--- config.mk ---
export PLATFORM = sky130hd
export DESIGN_NAME = vgasyncdecode_flat
export DESIGN_NICKNAME = d
export VERILOG_FILES = /design/src/rtl/vgasyncdecode_if.sv /design/src/rtl/vgasyncdecode.sv /design/src/flat_wrapper.sv
export SDC_FILE = /design/constraint.sdc
export NUM_CORES = 1
export LEC_CHECK = 0
export ABC_AREA = 0
export CAP_MARGIN = 10
export CELL_PAD_IN_SITES_DETAIL_PLACEMENT = 0
export CELL_PAD_IN_SITES_GLOBAL_PLACEMENT = 1
export CORE_ASPECT_RATIO = 0.7
export CORE_MARGIN = 2
export CORE_UTILIZATION = 45
export CTS_CLUSTER_DIAMETER = 150
export DETAILED_ROUTE_END_ITERATION = 6
export GPL_TIMING_DRIVEN = 0
export PLACE_DENSITY_LB_ADDON = 0.3
export SKIP_LAST_GASP = 1
export SLEW_MARGIN = 15
export SYNTH_ARGS = -nofsm -noshare
export SYNTH_HDL_FRONTEND = slang
export SYNTH_SLANG_ARGS = --single-unit
--- constraint.sdc ---
create_clock -name clk25M -period 3.55 [get_ports clk25M]
set_input_delay 0.355 -clock clk25M [delete_from_list [all_inputs] [get_ports clk25M]]
set_output_delay 0.355 -clock clk25M [all_outputs]
set_load 0.005 [all_outputs]
--- src/rtl/vgasyncdecode_if.sv ---
// Sync-in / coordinates-out bundle for the VGA timing decoder.
// The master side drives HS/VS; the slave side (the decoder) returns the recovered timing.
interface vgasyncdecode_if;
  logic       HS;
  logic       VS;
  logic [9:0] hcount;
  logic [9:0] vcount;
  logic [9:0] line_len;
  logic [9:0] hs_width;
  logic       locked;
  logic       de;
  logic       frame_start;

  modport master (
    output HS, VS,
    input  hcount, vcount, line_len, hs_width, locked, de, frame_start
  );

  modport slave (
    input  HS, VS,
    output hcount, vcount, line_len, hs_width, locked, de, frame_start
  );
endinterface

--- src/rtl/vgasyncdecode.sv ---
// Rebuilds pixel/line coordinates from sampled HS/VS, measures line period and sync width,
// qualifies lock over consecutive good lines and produces a registered display enable.
module vgasyncdecode #(
  parameter int H_TOTAL     = 800,
  parameter int H_SYNC      = 96,
  parameter int H_ACT_START = 144,
  parameter int H_ACT       = 640,
  parameter int V_ACT_START = 35,
  parameter int V_ACT       = 480,
  parameter int LOCK_LINES  = 4
) (
  input  logic       clk25M,
  input  logic       reset_n,
  vgasyncdecode_if.slave vga
);

  localparam logic [9:0] CNT_MAX   = 10'h3FF;
  localparam logic [9:0] H_TOTAL_W = 10'(H_TOTAL);
  localparam logic [9:0] H_SYNC_W  = 10'(H_SYNC);
  localparam logic [9:0] H_LO      = 10'(H_ACT_START);
  localparam logic [9:0] H_HI      = 10'(H_ACT_START + H_ACT);
  localparam logic [9:0] V_LO      = 10'(V_ACT_START);
  localparam logic [9:0] V_HI      = 10'(V_ACT_START + V_ACT);
  localparam logic [3:0] LOCK_W    = 4'(LOCK_LINES);

  typedef enum logic [1:0] {
    HUNT,
    CHECK,
    LOCKED
  } state_e;

  state_e     state_q, state_d;
  logic [3:0] match_q, match_d;
  logic       hs_q, hs_p, vs_q, vs_p;
  logic [9:0] hcount_q, hcount_d;
  logic [9:0] vcount_q, vcount_d;
  logic [9:0] line_len_q, line_len_d;
  logic [9:0] hsw_cnt_q, hsw_cnt_d;
  logic [9:0] hs_width_q, hs_width_d;
  logic       vs_pend_q, vs_pend_d;
  logic       frame_start_q, frame_start_d;
  logic       locked_q;
  logic       de_q, de_d;

  logic       hs_rise, hs_fall, vs_rise;
  logic [9:0] line_len_new;
  logic       good_line, timeout;

  assign hs_rise = hs_q & ~hs_p;
  assign hs_fall = ~hs_q & hs_p;
  assign vs_rise = vs_q & ~vs_p;

  // Period of the line just ended is the pre-reset hcount plus the rise clock itself.
  assign line_len_new = (hcount_q == CNT_MAX) ? CNT_MAX : hcount_q + 10'd1;
  assign good_line    = (line_len_new == H_TOTAL_W) && (hs_width_q == H_SYNC_W);
  assign timeout      = (hcount_q == CNT_MAX) && !hs_rise;

  // NOTE: every variable gets a default before any branch so no latch is inferred.
  always_comb begin
    state_d = state_q;
    match_d = match_q;
    if (timeout) begin
      state_d = HUNT;
      match_d = '0;
    end else if (hs_rise) begin
      case (state_q)
        HUNT: begin
          state_d = CHECK;
          match_d = '0;
        end
        CHECK: begin
          if (good_line) begin
            match_d = match_q + 4'd1;
            if (match_q + 4'd1 == LOCK_W) state_d = LOCKED;
          end else begin
            match_d = '0;
          end
        end
        LOCKED: begin
          if (!good_line) begin
            state_d = CHECK;
            match_d = '0;
          end
        end
        default: begin
          state_d = HUNT;
          match_d = '0;
        end
      endcase
    end
  end

  always_comb begin
    hcount_d      = (hcount_q == CNT_MAX) ? CNT_MAX : hcount_q + 10'd1;
    line_len_d    = line_len_q;
    hsw_cnt_d     = hsw_cnt_q;
    hs_width_d    = hs_width_q;
    vcount_d      = vcount_q;
    vs_pend_d     = vs_pend_q | vs_rise;
    frame_start_d = 1'b0;

    if (hs_rise) begin
      hcount_d   = '0;
      line_len_d = line_len_new;
      // The rise clock is the first high sample of the new sync pulse.
      hsw_cnt_d  = 10'd1;
      if (vs_pend_q || vs_rise) begin
        vcount_d      = '0;
        vs_pend_d     = 1'b0;
        frame_start_d = 1'b1;
      end else begin
        vcount_d = (vcount_q == CNT_MAX) ? CNT_MAX : vcount_q + 10'd1;
      end
    end else if (hs_q && hsw_cnt_q != CNT_MAX) begin
      hsw_cnt_d = hsw_cnt_q + 10'd1;
    end

    if (hs_fall) hs_width_d = hsw_cnt_q;

    de_d = locked_q && (hcount_q >= H_LO) && (hcount_q < H_HI)
                    && (vcount_q >= V_LO) && (vcount_q < V_HI);
  end

  // NOTE: sequential state uses non-blocking assignments so all flops update together.
  always_ff @(posedge clk25M or negedge reset_n) begin
    if (!reset_n) begin
      state_q       <= HUNT;
      match_q       <= '0;
      hs_q          <= 1'b0;
      hs_p          <= 1'b0;
      vs_q          <= 1'b0;
      vs_p          <= 1'b0;
      hcount_q      <= '0;
      vcount_q      <= '0;
      line_len_q    <= '0;
      hsw_cnt_q     <= '0;
      hs_width_q    <= '0;
      vs_pend_q     <= 1'b0;
      frame_start_q <= 1'b0;
      locked_q      <= 1'b0;
      de_q          <= 1'b0;
    end else begin
      state_q       <= state_d;
      match_q       <= match_d;
      hs_q          <= vga.HS;
      hs_p          <= hs_q;
      vs_q          <= vga.VS;
      vs_p          <= vs_q;
      hcount_q      <= hcount_d;
      vcount_q      <= vcount_d;
      line_len_q    <= line_len_d;
      hsw_cnt_q     <= hsw_cnt_d;
      hs_width_q    <= hs_width_d;
      vs_pend_q     <= vs_pend_d;
      frame_start_q <= frame_start_d;
      locked_q      <= (state_d == LOCKED);
      de_q          <= de_d;
    end
  end

  assign vga.hcount      = hcount_q;
  assign vga.vcount      = vcount_q;
  assign vga.line_len    = line_len_q;
  assign vga.hs_width    = hs_width_q;
  assign vga.locked      = locked_q;
  assign vga.de          = de_q;
  assign vga.frame_start = frame_start_q;

endmodule

--- src/flat_wrapper.sv ---
// flat-port wrapper written by rule: the top's interface ports become plain ports
module vgasyncdecode_flat 
#(
  parameter int H_TOTAL     = 800,
  parameter int H_SYNC      = 96,
  parameter int H_ACT_START = 144,
  parameter int H_ACT       = 640,
  parameter int V_ACT_START = 35,
  parameter int V_ACT       = 480,
  parameter int LOCK_LINES  = 4
)
  (clk25M, reset_n, vga_HS, vga_VS, vga_hcount, vga_vcount, vga_line_len, vga_hs_width, vga_locked, vga_de, vga_frame_start);
  vgasyncdecode_if vga_i ();
  input  logic clk25M;
  input  logic reset_n;
  input wire logic [$bits(vga_i.HS)-1:0] vga_HS;
  input wire logic [$bits(vga_i.VS)-1:0] vga_VS;
  output wire logic [$bits(vga_i.hcount)-1:0] vga_hcount;
  output wire logic [$bits(vga_i.vcount)-1:0] vga_vcount;
  output wire logic [$bits(vga_i.line_len)-1:0] vga_line_len;
  output wire logic [$bits(vga_i.hs_width)-1:0] vga_hs_width;
  output wire logic [$bits(vga_i.locked)-1:0] vga_locked;
  output wire logic [$bits(vga_i.de)-1:0] vga_de;
  output wire logic [$bits(vga_i.frame_start)-1:0] vga_frame_start;
  assign vga_i.HS = vga_HS;
  assign vga_i.VS = vga_VS;
  assign vga_hcount = vga_i.hcount;
  assign vga_vcount = vga_i.vcount;
  assign vga_line_len = vga_i.line_len;
  assign vga_hs_width = vga_i.hs_width;
  assign vga_locked = vga_i.locked;
  assign vga_de = vga_i.de;
  assign vga_frame_start = vga_i.frame_start;
  vgasyncdecode #(.H_TOTAL(H_TOTAL), .H_SYNC(H_SYNC), .H_ACT_START(H_ACT_START), .H_ACT(H_ACT), .V_ACT_START(V_ACT_START), .V_ACT(V_ACT), .LOCK_LINES(LOCK_LINES)) u_core (.clk25M(clk25M), .reset_n(reset_n), .vga(vga_i));
endmodule
==> results.txt, run 1 <==
----------------------------------------------------
[Route]
  Remaining design rule violation count ... 0
  Vias ... 2616
  Final WL ... 7700 um
  Drt via density ... 5.42
  First drt pass iteration count ... 4
  Routed wirelength normalized by instance count ... 15.9 um
  Remaining antenna violation count after routing ... 0
  Iter 0 DRT Violations ... 143

[Placement]
  Minimum setup slack after placement ... 979 ps
  Total cell area at the placement stage ... 3840 um^2
  Routability congestion estimate ... 0.851
  Detailed Place HPWL ... 5530 um
  Number of input and output port buffers inserted ... 46

[CTS]
  Total CTS buffers ... 9
  Clk Latency, worst-skew pair ... 350 ps
  Maximum buffer depth of the clock tree ... 2
  Buffer cell driving the clock tree root ... sky130_fd_sc_hd__clkbuf_8
  # H-tree levels ... 3
  Clock transition at path regs ... 70 ps
  Sinks on Clock Net ... 64
  Post_cts resized ... 0
  CTS tree ... built
  Number of post-CTS setup repair buffers ... 0
  Post-CTS Hold Fix Bufs ... 1

[Cells and area]
  Count of filler cells inserted in the layout ... 610
  Relative area change from synthesis to final layout ... 25.7%
  Ratio of cells with drive above 1 in the final layout ... 14.7%
  Commonest non-fill, non-tap cells in the layout ... 64 x sky130_fd_sc_hd__dfrtp_1, 45 x sky130_fd_sc_hd__clkdlybuf4s50_1, 36 x sky130_fd_sc_hd__nor2_1, 35 x sky130_fd_sc_hd__nand2_1, 23 x sky130_fd_sc_hd__o21ai_0
  Cell area after layout ... 4070 um^2
  NumNets Final ... 393
  Commonest non-fill, non-tap cell in the layout ... sky130_fd_sc_hd__dfrtp_1
  Antenna Cells ... 0

[Outcome]
  Result of the run ... completed

[Yosys]
  Share of the synthesized area in the top cell type ... 49.4%
  Number of flops mapped to enable cells by yosys ... 0
  Most used flip-flop cell after synthesis ... sky130_fd_sc_hd__dfrtp_1
  Combined area of all synthesized cells ... 3240 um^2
  Post-Synthesis Net Count ... 334
  Dominant cell type by area after synthesis ... sky130_fd_sc_hd__dfrtp_1
  Cells after synthesis ... 325
  Proportion of synthesized chip area in sequential cells ... 49.4%
  Total of flip-flops plus latches after synthesis ... 64
  Top cells by area in the synthesized netlist ... sky130_fd_sc_hd__dfrtp_1 49%, sky130_fd_sc_hd__nor2_1 4.2%, sky130_fd_sc_hd__nand2_1 4.1%
  Share of async-settable or async-resettable flops after synthesis ... 100%
  Warnings from Yosys ... 0
  Average cell area after synthesis ... 9.97 um^2
  Number of distinct standard cells referenced by the synthesized netlist ... 58

[Worst setup path]
  CP top delay family ... simple AND/OR/NAND/NOR gates
  Worst setup path startpoint ... u_core.vga.hcount[0]
  Worst Path Arrival ... 2830 ps
  Cell chain of the critical path ... inv_1 -> ha_1 -> nor4_1 -> nand4_1 -> nor3_2 -> nand3_2 -> o31ai_4 -> mux2_4
  Beginning of the worst register-to-register path ... u_core.vga.hcount[0]
  Count of buffer and inverter cells on the critical path ... 1
  Capturing element type of the critical path ... flip-flop
  WS Path Type ... reg -> reg
  Critical path launch point type ... flip-flop
  Crit-path max cell delay ... 540 ps
  Worst endpoint required time ... 3780 ps
  Critical path fanouts, max ... 8
  Slowest cell on the critical path ... sky130_fd_sc_hd__dfrtp_1

[Pwr]
  Standby leakage power ... 1.77 nW
  VDD IR-drop max ... 0.329 mV
  Total power per unit cell area ... 481 nW/um^2
  Total Power Consumption ... 1.96 mW

[GRT]
  Via count of the first global-routing pass ... 2352
  Wire length of the first global-routing pass ... 12200 um
  Total global routing overflow ... 0
  Grt met3 use ... 6.06%
  Global routing usage on met1 ... 31.4%
  Most used routing layer ... met1
  Global router's overall resource usage ... 20.5%
  Largest net degree at the start of global routing ... 43
  Initial antenna violation count ... 0
  Grt met2 use ... 27.4%

[STA]
  Final count of hold timing violations ... 0
  Summed negative setup slack over all endpoints ... 0 ps
  Final critical path time including I/O delays and setup ... 2600 ps
  Worst-case headroom to the max-slew limit ... 59.5%
  Max Slew Vio Count ... 0
  Slew @ Worst Pin ... 607 ps
  Worst Slack Setup Final ... 953 ps
  Final Skew ... 10.4 ps
  Hold WS ... 373 ps
  Endpoints failing setup ... 0
  Achievable frequency ... 385 MHz
  Setup repair after global routing missed its margin ... no
  Part of the cycle the worst path needs ... 73.2%

[Flow run]
  Max Cap Violations ... 0

[Die]
  Core region area ... 6850 um^2
  Rows ... 25
  Die span in y ... 75 um
  Die outline width ... 105 um
  Top-Level Pins ... 47
  Initial core utilization ... 47.3%
  DIE AREA ... 7910 um^2

[Worst hold path]
  Hold Startpoint ... u_core.vs_q
  Worst min-delay path category ... reg -> reg

----------------------------------------------------
cell families (layout without fill, tap and decap cells):
logic type / Yosys count / count (layout) / synth area share (%)
fa+ha+maj: 5 / 5 / 1.93
simple gates: 145 / 145 / 25.4
xor+xnor: 10 / 10 / 2.93
buf+inv: 21 / 85 / 2.70
flops: 64 / 64 / 49.4
compound gates: 65 / 65 / 12.3
mux: 15 / 15 / 5.29
metal layers:
| layer | wire [um] | share of wire, % | vias up |
|---|---|---|---|
| li1 | - | - | 1275 |
| met1 | 3950 | 51 | 1259 |
| met2 | 3160 | 41 | 75 |
| met3 | 515 | 6.7 | 7 |
| met4 | 76 | 0.99 | 0 |
| met5 | 0 | 0 | - |
synth_stat cells, drive strengths merged, types with 2 or more instances:
library cell	count
dfrtp	64
nand2	39
nor2	36
o21ai	25
a21oi	22
nand3	16
clkbuf	11
mux2	11
nor3	10
inv	6
nand2b	6
nand4	6
or3	6
xor2	6
ha	5
nor4	5
a21o	4
buf	4
mux2i	4
xnor2	4
and3	3
nor2b	3
nor4b	3
a31oi	2
and2	2
and4	2
nand4b	2
o311ai	2
o31a	2
or2	2
report_power, final:
part,internal [mW],switching (mW),total (mW),leakage (nW)
Sequential,0.808,0.0962,0.904,0.854
Combinational,0.193,0.173,0.365,0.806
Clock,0.396,0.295,0.691,0.113
Total,1.40,0.564,1.96,1.77
flip-flops by register name, summed over array words and instances (netlist names):
name                    cells
u_core.hsw_cnt_q           10
u_core.vga.hcount          10
u_core.vga.hs_width        10
u_core.vga.line_len        10
u_core.vga.vcount          10
u_core.match_q              4
u_core.state_q              2
u_core.hs_p                 1
u_core.hs_q                 1
u_core.vga.de               1
u_core.vga.frame_start      1
u_core.vga.locked           1
u_core.vs_p                 1
u_core.vs_pend_q            1
u_core.vs_q                 1
final cells by class:
type	count	area (um^2)	share of cell area, %
Multi-Input combinational cell	240	1550	38.1
Tap cell	94	118	2.89
Clock buffer	9	124	3.04
Sequential cell	64	1600	39.3
Clock inverter	7	96.3	2.36
Buffer	15	65.1	1.60
Inverter	6	22.5	0.553
Timing Repair Buffer	48	495	12.2
worst paths after layout:
| kind | endpoint | slack [ps] | depth (start not counted) |
|---|---|---|---|
| worst max register to register | u_core.match_q[1] | 950 | 8 |
| max in group asynchronous | u_core.vga.vcount[9] | 2600 | 3 |
| min in group asynchronous | u_core.vga.hs_width[3] | 440 | 2 |
| worst min-delay path | u_core.vs_p | 370 | 0 |
| worst min register to register | u_core.vs_p | 370 | 0 |
| worst max-delay path | u_core.match_q[1] | 950 | 8 |
through the flow:
stage	instances	utilization [%]
floorplan	325	-
global placement	465	55.7
detailed placement	466	56.1
CTS	483	59.5
global route	483	59.5
finish	483	59.5
Power figures use the tool's default switching activity.
==> inputs of run 2 (changes only) <==
CORE_UTILIZATION = 42   (was 45)
clock period = 2.5 ns   (was 3.55 ns; I/O delays follow)
==> run 2 against run 1 <==
Compared with the run above:
- critical path depth did not move
- cell area grew 1.8%
- total power increased by 50%
- clock skew is 3.2 ps lower
- core utilization decreased by 3.3 points
- register-to-register slack lost 830 ps
- wire length about the same
- combinational power up 50%
- die area increased by 6.8%
- largest cell class unchanged
==> results.txt, run 2 (synthesis results as in run 1) <==
----------------------------------------------------
[Pwr]
  VDD IR-drop max ... 0.330 mV (+0.47%)
  Total power per unit cell area ... 709 nW/um^2 (+47%)
  Standby leakage power ... 1.80 nW (+1.7%)

[Outcome]
  Result of the run ... completed

[GRT]
  Total global routing overflow ... 0 (unchanged)
  Initial antenna violation count ... 0 (unchanged)
  Global router's overall resource usage ... 19.6% (-0.92 points)
  Wire length of the first global-routing pass ... 12600 um (+2.6%)
  Via count of the first global-routing pass ... 2392 (+1.7%)
  Largest net degree at the start of global routing ... 35 (-19%)

[Cells and area]
  Area of combinational cells with multiple inputs ... 1560 um^2 (+0.40%)
  Commonest non-fill, non-tap cell in the layout ... sky130_fd_sc_hd__dfrtp_1
  Antenna Cells ... 0 (unchanged)
  Final Util ... 56.2% (-3.3 points)
  Final non-filler cell total ... 492 (+1.9%)
  FF/Latch Area ... 1600 um^2 (about the same)
  Commonest non-fill, non-tap cells in the layout ... 63 x sky130_fd_sc_hd__dfrtp_1, 45 x sky130_fd_sc_hd__clkdlybuf4s50_1, 36 x sky130_fd_sc_hd__nor2_1, 35 x sky130_fd_sc_hd__nand2_1, 23 x sky130_fd_sc_hd__o21ai_0
  Ratio of cells with drive above 1 in the final layout ... 16.2% (+1.6 points)
  NumNets Final ... 398 (+1.3%)
  Cell area after layout ... 4150 um^2 (+1.8%)
  Relative area change from synthesis to final layout ... 28.0%
  Count of filler cells inserted in the layout ... 651 (+6.7%)

[STA]
  Achievable frequency ... 420 MHz (+9.1%)
  Final Skew ... 7.20 ps (-3.22 ps)
  Slew @ Worst Pin ... 636 ps (+29.1 ps)
  Final critical path time including I/O delays and setup ... 2380 ps (-216 ps)
  Setup repair after global routing missed its margin ... no
  Endpoints failing setup ... 0 (unchanged)
  Worst-case headroom to the max-slew limit ... 57.6% (-1.9 points)
  Part of the cycle the worst path needs ... 95.2% (+22 points)
  Max Slew Vio Count ... 0 (unchanged)
  Final count of hold timing violations ... 0 (unchanged)
  Summed negative setup slack over all endpoints ... 0 ps (unchanged)

[Worst setup path]
  Capturing element type of the critical path ... flip-flop
  Critical path fanouts, max ... 6 (-2)
  Worst Path Arrival ... 2610 ps (-220 ps)
  Slowest cell on the critical path ... sky130_fd_sc_hd__dfrtp_2
  Crit-path max cell delay ... 430 ps (-110 ps)
  WS Path Type ... reg -> reg
  Reg-to-reg setup timing slack ... 120 ps (-830 ps)
  Capture instance of the worst register-to-register path ... u_core.match_q[1]
  Endpoint of the worst setup timing path ... u_core.match_q[1]
  Cell chain of the critical path ... inv_1 -> ha_1 -> nor4_2 -> nand4_1 -> nor3_2 -> nand3_2 -> o31ai_4 -> mux2_4
  Worst endpoint required time ... 2730 ps (-1050 ps)
  Worst setup path startpoint ... u_core.vga.hcount[0]
  Critical path launch point type ... flip-flop
  R2r worst-path depth ... 8 (unchanged)
  Beginning of the worst register-to-register path ... u_core.vga.hcount[0]

[Route]
  First drt pass iteration count ... 5 (+1)
  Drt via density ... 5.34 (-1.3%)
  Remaining design rule violation count ... 0 (unchanged)
  Final WL ... 7710 um (about the same)
  Vias ... 2629 (+0.50%)
  Iter 0 DRT Violations ... 151 (+5.6%)
  Routed wirelength normalized by instance count ... 15.7 um (-1.8%)
  Remaining antenna violation count after routing ... 0 (unchanged)

[CTS]
  CTS tree ... built
  Buffer cell driving the clock tree root ... sky130_fd_sc_hd__clkbuf_8
  Clock transition at path regs ... 70 ps (about the same)
  Clk Latency, worst-skew pair ... 350 ps (about the same)
  # H-tree levels ... 3 (unchanged)
  Sinks on Clock Net ... 64 (unchanged)
  Maximum buffer depth of the clock tree ... 2 (unchanged)
  Total CTS buffers ... 9 (unchanged)

[Die]
  Rows ... 26 (+4.0%)
  Die span in y ... 77.5 um (+3.3%)
  Die outline width ... 109 um (+3.4%)
  Top-Level Pins ... 47 (unchanged)
  DIE AREA ... 8450 um^2 (+6.8%)
  Core region area ... 7380 um^2 (+7.8%)
  Initial core utilization ... 43.9% (-3.4 points)

[Flow run]
  Max Cap Violations ... 0 (unchanged)

[Placement]
  Detailed Place HPWL ... 5510 um (-0.43%)
  Total cell area at the placement stage ... 3840 um^2 (about the same)
  Number of input and output port buffers inserted ... 46 (unchanged)
  Routability congestion estimate ... 0.864 (+1.5%)
  Placed Instances ... 470 (+0.86%)

[Worst hold path]
  Worst min-delay path category ... in -> reg

----------------------------------------------------
[run 2: changes by cell type in the layout (fill, tap and decap cells not counted), sizes merged]
cell,change
clkbuf,+1
clkinvlp,+1
inv,+1
buf,+5
clkinv,-4
bufinv,+1
[run 2: metrics by stage]
step                hold WS (ps)  worst slack [ps]  power [mW]
floorplan                  -45.6               291        1.52
global placement             361              -976        1.81
detailed placement           212             -49.8        1.82
CTS                          321              15.4        2.93
global route                 314              16.1        3.09
finish                       329               119        2.94
[run 2: worst min path at each step]
stage | from | to | slack (ps) | cells past startpoint
2_1_floorplan | reset_n | u_core.hs_p | -50 | 0
3_3_place_gp | u_core.vs_q | u_core.vs_p | 360 | 0
3_5_place_dp | reset_n | u_core.vga.hs_width[6] | 210 | 1
4_1_cts | vga_VS | u_core.vs_q | 320 | 1
5_1_grt | vga_VS | u_core.vs_q | 310 | 1
6_report | vga_VS | u_core.vs_q | 330 | 1
[run 2: worst max-delay path, delay by kind of cell (launching register included)]
kind | cells | cell delay [ps]
compound gates | 1 | 290
fa+ha+maj | 1 | 320
buf+inv | 1 | 60
flops | 1 | 430
mux | 1 | 330
simple gates | 4 | 840
[run 2: per-layer routing]
| layer | wire, um | GRT usage, % | vias to the layer above |
|---|---|---|---|
| li1 | - | - | 1285 |
| met1 | 4240 | 32.0 | 1266 |
| met2 | 3020 | 24.7 | 71 |
| met3 | 375 | 4.54 | 7 |
| met4 | 73 | 6.54 | 0 |
| met5 | 0 | 0 | - |
[run 2: report_power, final]
group / internal [mW] / leakage [nW] / total [mW] / switching [mW]
Clock: 0.694 / 0.123 / 1.11 / 0.413
Sequential: 1.15 / 0.853 / 1.28 / 0.136
Combinational: 0.296 / 0.827 / 0.548 / 0.253
Total: 2.14 / 1.80 / 2.94 / 0.803
[run 2: timing repair]
action	4_1_cts	5_1_grt
endpoints found under the hold margin	30	0
gates cloned	0	0
setup endpoints to repair	1	1
resized for setup	1	1
pin swaps	0	2
setup buffers	1	4
hold buffers	1	0
[run 2: final cells by class]
class	count	share of cell area, %
clock inverter	6	2.77
sequential	64	38.6
clock buffer	10	3.32
inverter	6	0.543
buffer	15	1.57
tap	98	2.96
timing repair buffer	53	12.7
multi-input combinational	240	37.5
==> inputs of run 3 (changes only) <==
ABC_AREA = 1   (was 0)
CORE_UTILIZATION = 40   (was 42)
==> run 3 against run 2 <==
Compared with the run above:
- maximum frequency is 13% higher
- via count is 9.4% higher
- core utilization shrank 3.7 points
- cell count increased by 16%
- combinational power is 21% lower
- clock-buffer cell count rose by 1
- hold slack better by 25 ps
- cell area down 0.81%
- clock power up 9.9%
- global-route usage up 0.86 points
- area after synthesis decreased by 0.85%
- critical path depth is 5 higher
- largest power group unchanged
==> results.txt, run 3 <==
----------------------------------------------------
[Outcome]
  Result of the run ... completed

[Route]
  Vias ... 2875 (+9.4%)
  Remaining design rule violation count ... 0 (unchanged)
  Drt via density ... 5.03 (-5.9%)
  Final WL ... 8190 um (+6.2%)
  Iter 0 DRT Violations ... 226 (+50%)
  First drt pass iteration count ... 6 (+1)
  Routed wirelength normalized by instance count ... 14.3 um (-8.6%)
  Remaining antenna violation count after routing ... 0 (unchanged)

[STA]
  Endpoints failing setup ... 0 (unchanged)
  Final Skew ... 7.44 ps (+0.240 ps)
  Worst Slack Setup Final ... 399 ps (+280 ps)
  Final count of hold timing violations ... 0 (unchanged)
  Achievable frequency ... 476 MHz (+13%)
  Worst-case headroom to the max-slew limit ... 62.1% (+4.5 points)
  Final critical path time including I/O delays and setup ... 2100 ps (-280 ps)
  Setup repair after global routing missed its margin ... no
  Hold WS ... 354 ps (+24.5 ps)
  Part of the cycle the worst path needs ... 84.0% (-11 points)
  Max Slew Vio Count ... 0 (unchanged)
  Slew @ Worst Pin ... 569 ps (-66.8 ps)

[Worst setup path]
  Reg-to-reg setup timing slack ... 400 ps (+280 ps)
  Worst Path Arrival ... 2370 ps (-240 ps)
  Worst endpoint required time ... 2770 ps (+40 ps)
  Capture instance of the worst register-to-register path ... u_core.match_q[1]
  Critical path fanouts, max ... 6 (unchanged)
  Capturing element type of the critical path ... flip-flop
  Crit-path max cell delay ... 460 ps (+30 ps)
  Count of buffer and inverter cells on the critical path ... 1 (unchanged)
  WS Path Type ... reg -> reg
  Critical path launch point type ... flip-flop
  CP top delay family ... simple AND/OR/NAND/NOR gates
  Cell chain of the critical path ... inv_1 -> ha_1 -> nor2_1 -> nand2_1 -> nor2_1 -> nand2_1 -> nor2_1 -> nand3_1 -> nor2_1 -> nand3_1 -> nand2_2 -> nand2_1 -> nand2_1
  Slowest cell on the critical path ... sky130_fd_sc_hd__dfrtp_1
  Beginning of the worst register-to-register path ... u_core.vga.hcount[0]
  R2r worst-path depth ... 13 (+5)

[CTS]
  Total CTS buffers ... 9 (unchanged)
  CTS tree ... built
  # H-tree levels ... 3 (unchanged)
  Maximum buffer depth of the clock tree ... 2 (unchanged)
  Number of post-CTS setup repair buffers ... 0 (-1)
  Clock transition at path regs ... 50 ps (-20 ps)
  Buffer cell driving the clock tree root ... sky130_fd_sc_hd__clkbuf_16
  Clk Latency, worst-skew pair ... 340 ps (about the same)
  Sinks on Clock Net ... 64 (unchanged)

[Worst hold path]
  Hold Startpoint ... vga_HS
  Worst-case hold path end point ... u_core.hs_q
  Worst min-delay path category ... in -> reg
  Hold path cells ... 1 (unchanged)

[Die]
  Die span in y ... 79.0 um (+1.9%)
  Die outline width ... 111 um (+2.0%)
  Initial core utilization ... 41.0% (-2.9 points)
  Rows ... 27 (+3.8%)
  DIE AREA ... 8780 um^2 (+3.9%)
  Core region area ... 7840 um^2 (+6.1%)
  Top-Level Pins ... 47 (unchanged)

[Yosys]
  Cells after synthesis ... 408 (+26%)
  Share of the synthesized area in the top cell type ... 49.8% (+0.42 points)
  Multiplexer share of the synthesized area ... 0% (-5.3 points)
  Dominant cell type by area after synthesis ... sky130_fd_sc_hd__dfrtp_1
  Warnings from Yosys ... 0 (unchanged)
  Combined area of all synthesized cells ... 3210 um^2 (-0.85%)
  Top cells by area in the synthesized netlist ... sky130_fd_sc_hd__dfrtp_1 50%, sky130_fd_sc_hd__nand2_1 11%, sky130_fd_sc_hd__inv_1 6.4%
  Most used flip-flop cell after synthesis ... sky130_fd_sc_hd__dfrtp_1
  Average cell area after synthesis ... 7.88 um^2 (-21%)
  Complex-gate fraction of the synthesized area ... 10.9% (-1.4 points)
  Number of flops mapped to enable cells by yosys ... 0 (unchanged)
  Number of distinct standard cells referenced by the synthesized netlist ... 27 (-53%)
  Most common cell in the synthesized netlist ... sky130_fd_sc_hd__nand2_1
  Main combinational cell family by area after synthesis ... simple AND/OR/NAND/NOR gates
  Basic-gate share of the synthesized area counting and, or, nand and nor cells ... 28.3% (+2.9 points)
  Xor and xnor fraction of the mapped netlist area ... 1.09% (-1.8 points)
  Post-Synthesis Net Count ... 417 (+25%)
  Area share of fa/ha/maj cells after synthesis ... 1.95% (+0.017 points)
  Commonest cells in the netlist ... 91 x sky130_fd_sc_hd__nand2_1, 64 x sky130_fd_sc_hd__dfrtp_1, 55 x sky130_fd_sc_hd__inv_1, 51 x sky130_fd_sc_hd__nor2_1, 37 x sky130_fd_sc_hd__o21ai_0
  Share of async-settable or async-resettable flops after synthesis ... 100% (unchanged)
  Proportion of synthesized chip area in sequential cells ... 49.8% (+0.42 points)
  Total of flip-flops plus latches after synthesis ... 64 (unchanged)

[Placement]
  Placed Instances ... 556 (+18%)
  Routability congestion estimate ... 0.854 (-1.2%)
  Number of input and output port buffers inserted ... 46 (unchanged)
  Detailed Place HPWL ... 6050 um (+9.8%)
  Minimum setup slack after placement ... 407 ps (+457 ps)

[Cells and area]
  Count of filler cells inserted in the layout ... 772 (+19%)
  Commonest non-fill, non-tap cell in the layout ... sky130_fd_sc_hd__nand2_1
  Final Util ... 52.5% (-3.7 points)
  Final non-filler cell total ... 572 (+16%)
  Commonest non-fill, non-tap cells in the layout ... 91 x sky130_fd_sc_hd__nand2_1, 64 x sky130_fd_sc_hd__dfrtp_1, 55 x sky130_fd_sc_hd__inv_1, 51 x sky130_fd_sc_hd__nor2_1, 45 x sky130_fd_sc_hd__clkdlybuf4s50_1
  Relative area change from synthesis to final layout ... 28.1% (about the same)
  Antenna Cells ... 0 (unchanged)
  Ratio of cells with drive above 1 in the final layout ... 8.49% (-7.8 points)
  NumNets Final ... 476 (+20%)

[GRT]
  Total global routing overflow ... 0 (unchanged)
  Wire length of the first global-routing pass ... 13700 um (+9.1%)
  Global router's overall resource usage ... 20.4% (+0.86 points)
  Largest net degree at the start of global routing ... 34 (-2.9%)
  Via count of the first global-routing pass ... 2723 (+14%)
  Initial antenna violation count ... 0 (unchanged)

[Flow run]
  Max Cap Violations ... 0 (unchanged)

[Pwr]
  VDD IR-drop max ... 0.429 mV (+30%)
  Standby leakage power ... 1.89 nW (+4.6%)
  Total power per unit cell area ... 699 nW/um^2 (-1.3%)

----------------------------------------------------
run 3: worst register-to-register path, cell delays in order, from the launching register on:
cell and delay, ps:
sky130_fd_sc_hd__dfrtp_1 460, sky130_fd_sc_hd__inv_1 120, sky130_fd_sc_hd__ha_1 320, sky130_fd_sc_hd__nor2_1 110, sky130_fd_sc_hd__nand2_1 60, sky130_fd_sc_hd__nor2_1 120, sky130_fd_sc_hd__nand2_1 70, sky130_fd_sc_hd__nor2_1 140
sky130_fd_sc_hd__nand3_1 100, sky130_fd_sc_hd__nor2_1 110, sky130_fd_sc_hd__nand3_1 170, sky130_fd_sc_hd__nand2_2 150, sky130_fd_sc_hd__nand2_1 60, sky130_fd_sc_hd__nand2_1 60
run 3: metal layers:
layer	global-route usage (%)	wire, um	up-vias
met5	0	0	-
met4	7.90	132	0
met2	28.3	3210	85
met1	29.7	4310	1344
met3	6.64	529	10
li1	-	-	1436
run 3: per-stage QoR:
| step | power, mW | setup TNS [ps] | instance area [um^2] |
|---|---|---|---|
| global route | 3.02 | 0 | 4120 |
| detailed placement | 1.68 | 0 | 3820 |
| finish | 2.88 | 0 | 4120 |
| CTS | 2.90 | 0 | 4120 |
| floorplan | 1.43 | 0 | 3210 |
| global placement | 1.67 | -61280 | 3800 |
run 3: logic make-up after synthesis:
logic type | count (synthesis)
fa+ha+maj | 5
simple gates | 203
buf+inv | 67
xor+xnor | 4
compound gates | 65
flops | 64
run 3: worst max-delay path by stage:
stage                    startpoint                end  depth (start not counted)
2_1_floorplan  u_core.vga.hcount[0]  u_core.match_q[0]                         12
3_3_place_gp                reset_n  u_core.match_q[1]                          1
3_5_place_dp   u_core.vga.hcount[0]  u_core.match_q[1]                         13
4_1_cts        u_core.vga.hcount[0]  u_core.match_q[1]                         13
5_1_grt        u_core.vga.hcount[0]  u_core.match_q[0]                         13
6_report       u_core.vga.hcount[0]  u_core.match_q[1]                         13
run 3: power breakdown:
part	switching [mW]	internal, mW	total (mW)	leakage [nW]
clock network	0.432	0.786	1.22	0.145
logic	0.228	0.205	0.433	0.887
registers	0.0988	1.13	1.23	0.854
total	0.758	2.12	2.88	1.89
run 3: final cells by class:
cell class	count	area (um^2)	share of cell area [%]
flip-flops and latches	64	1600	38.9
multi-input cells	277	1360	33.0
repair buffers	48	488	11.9
clock buffers	11	243	5.90
inverters	58	218	5.29
well taps	101	126	3.07
clock inverters	4	45.0	1.09
plain buffers	9	37.5	0.912
run 3: timing repair:
item	in CTS	in global routing
hold endpoints to repair	31	0
resized for setup	0	0
hold buffers	1	0
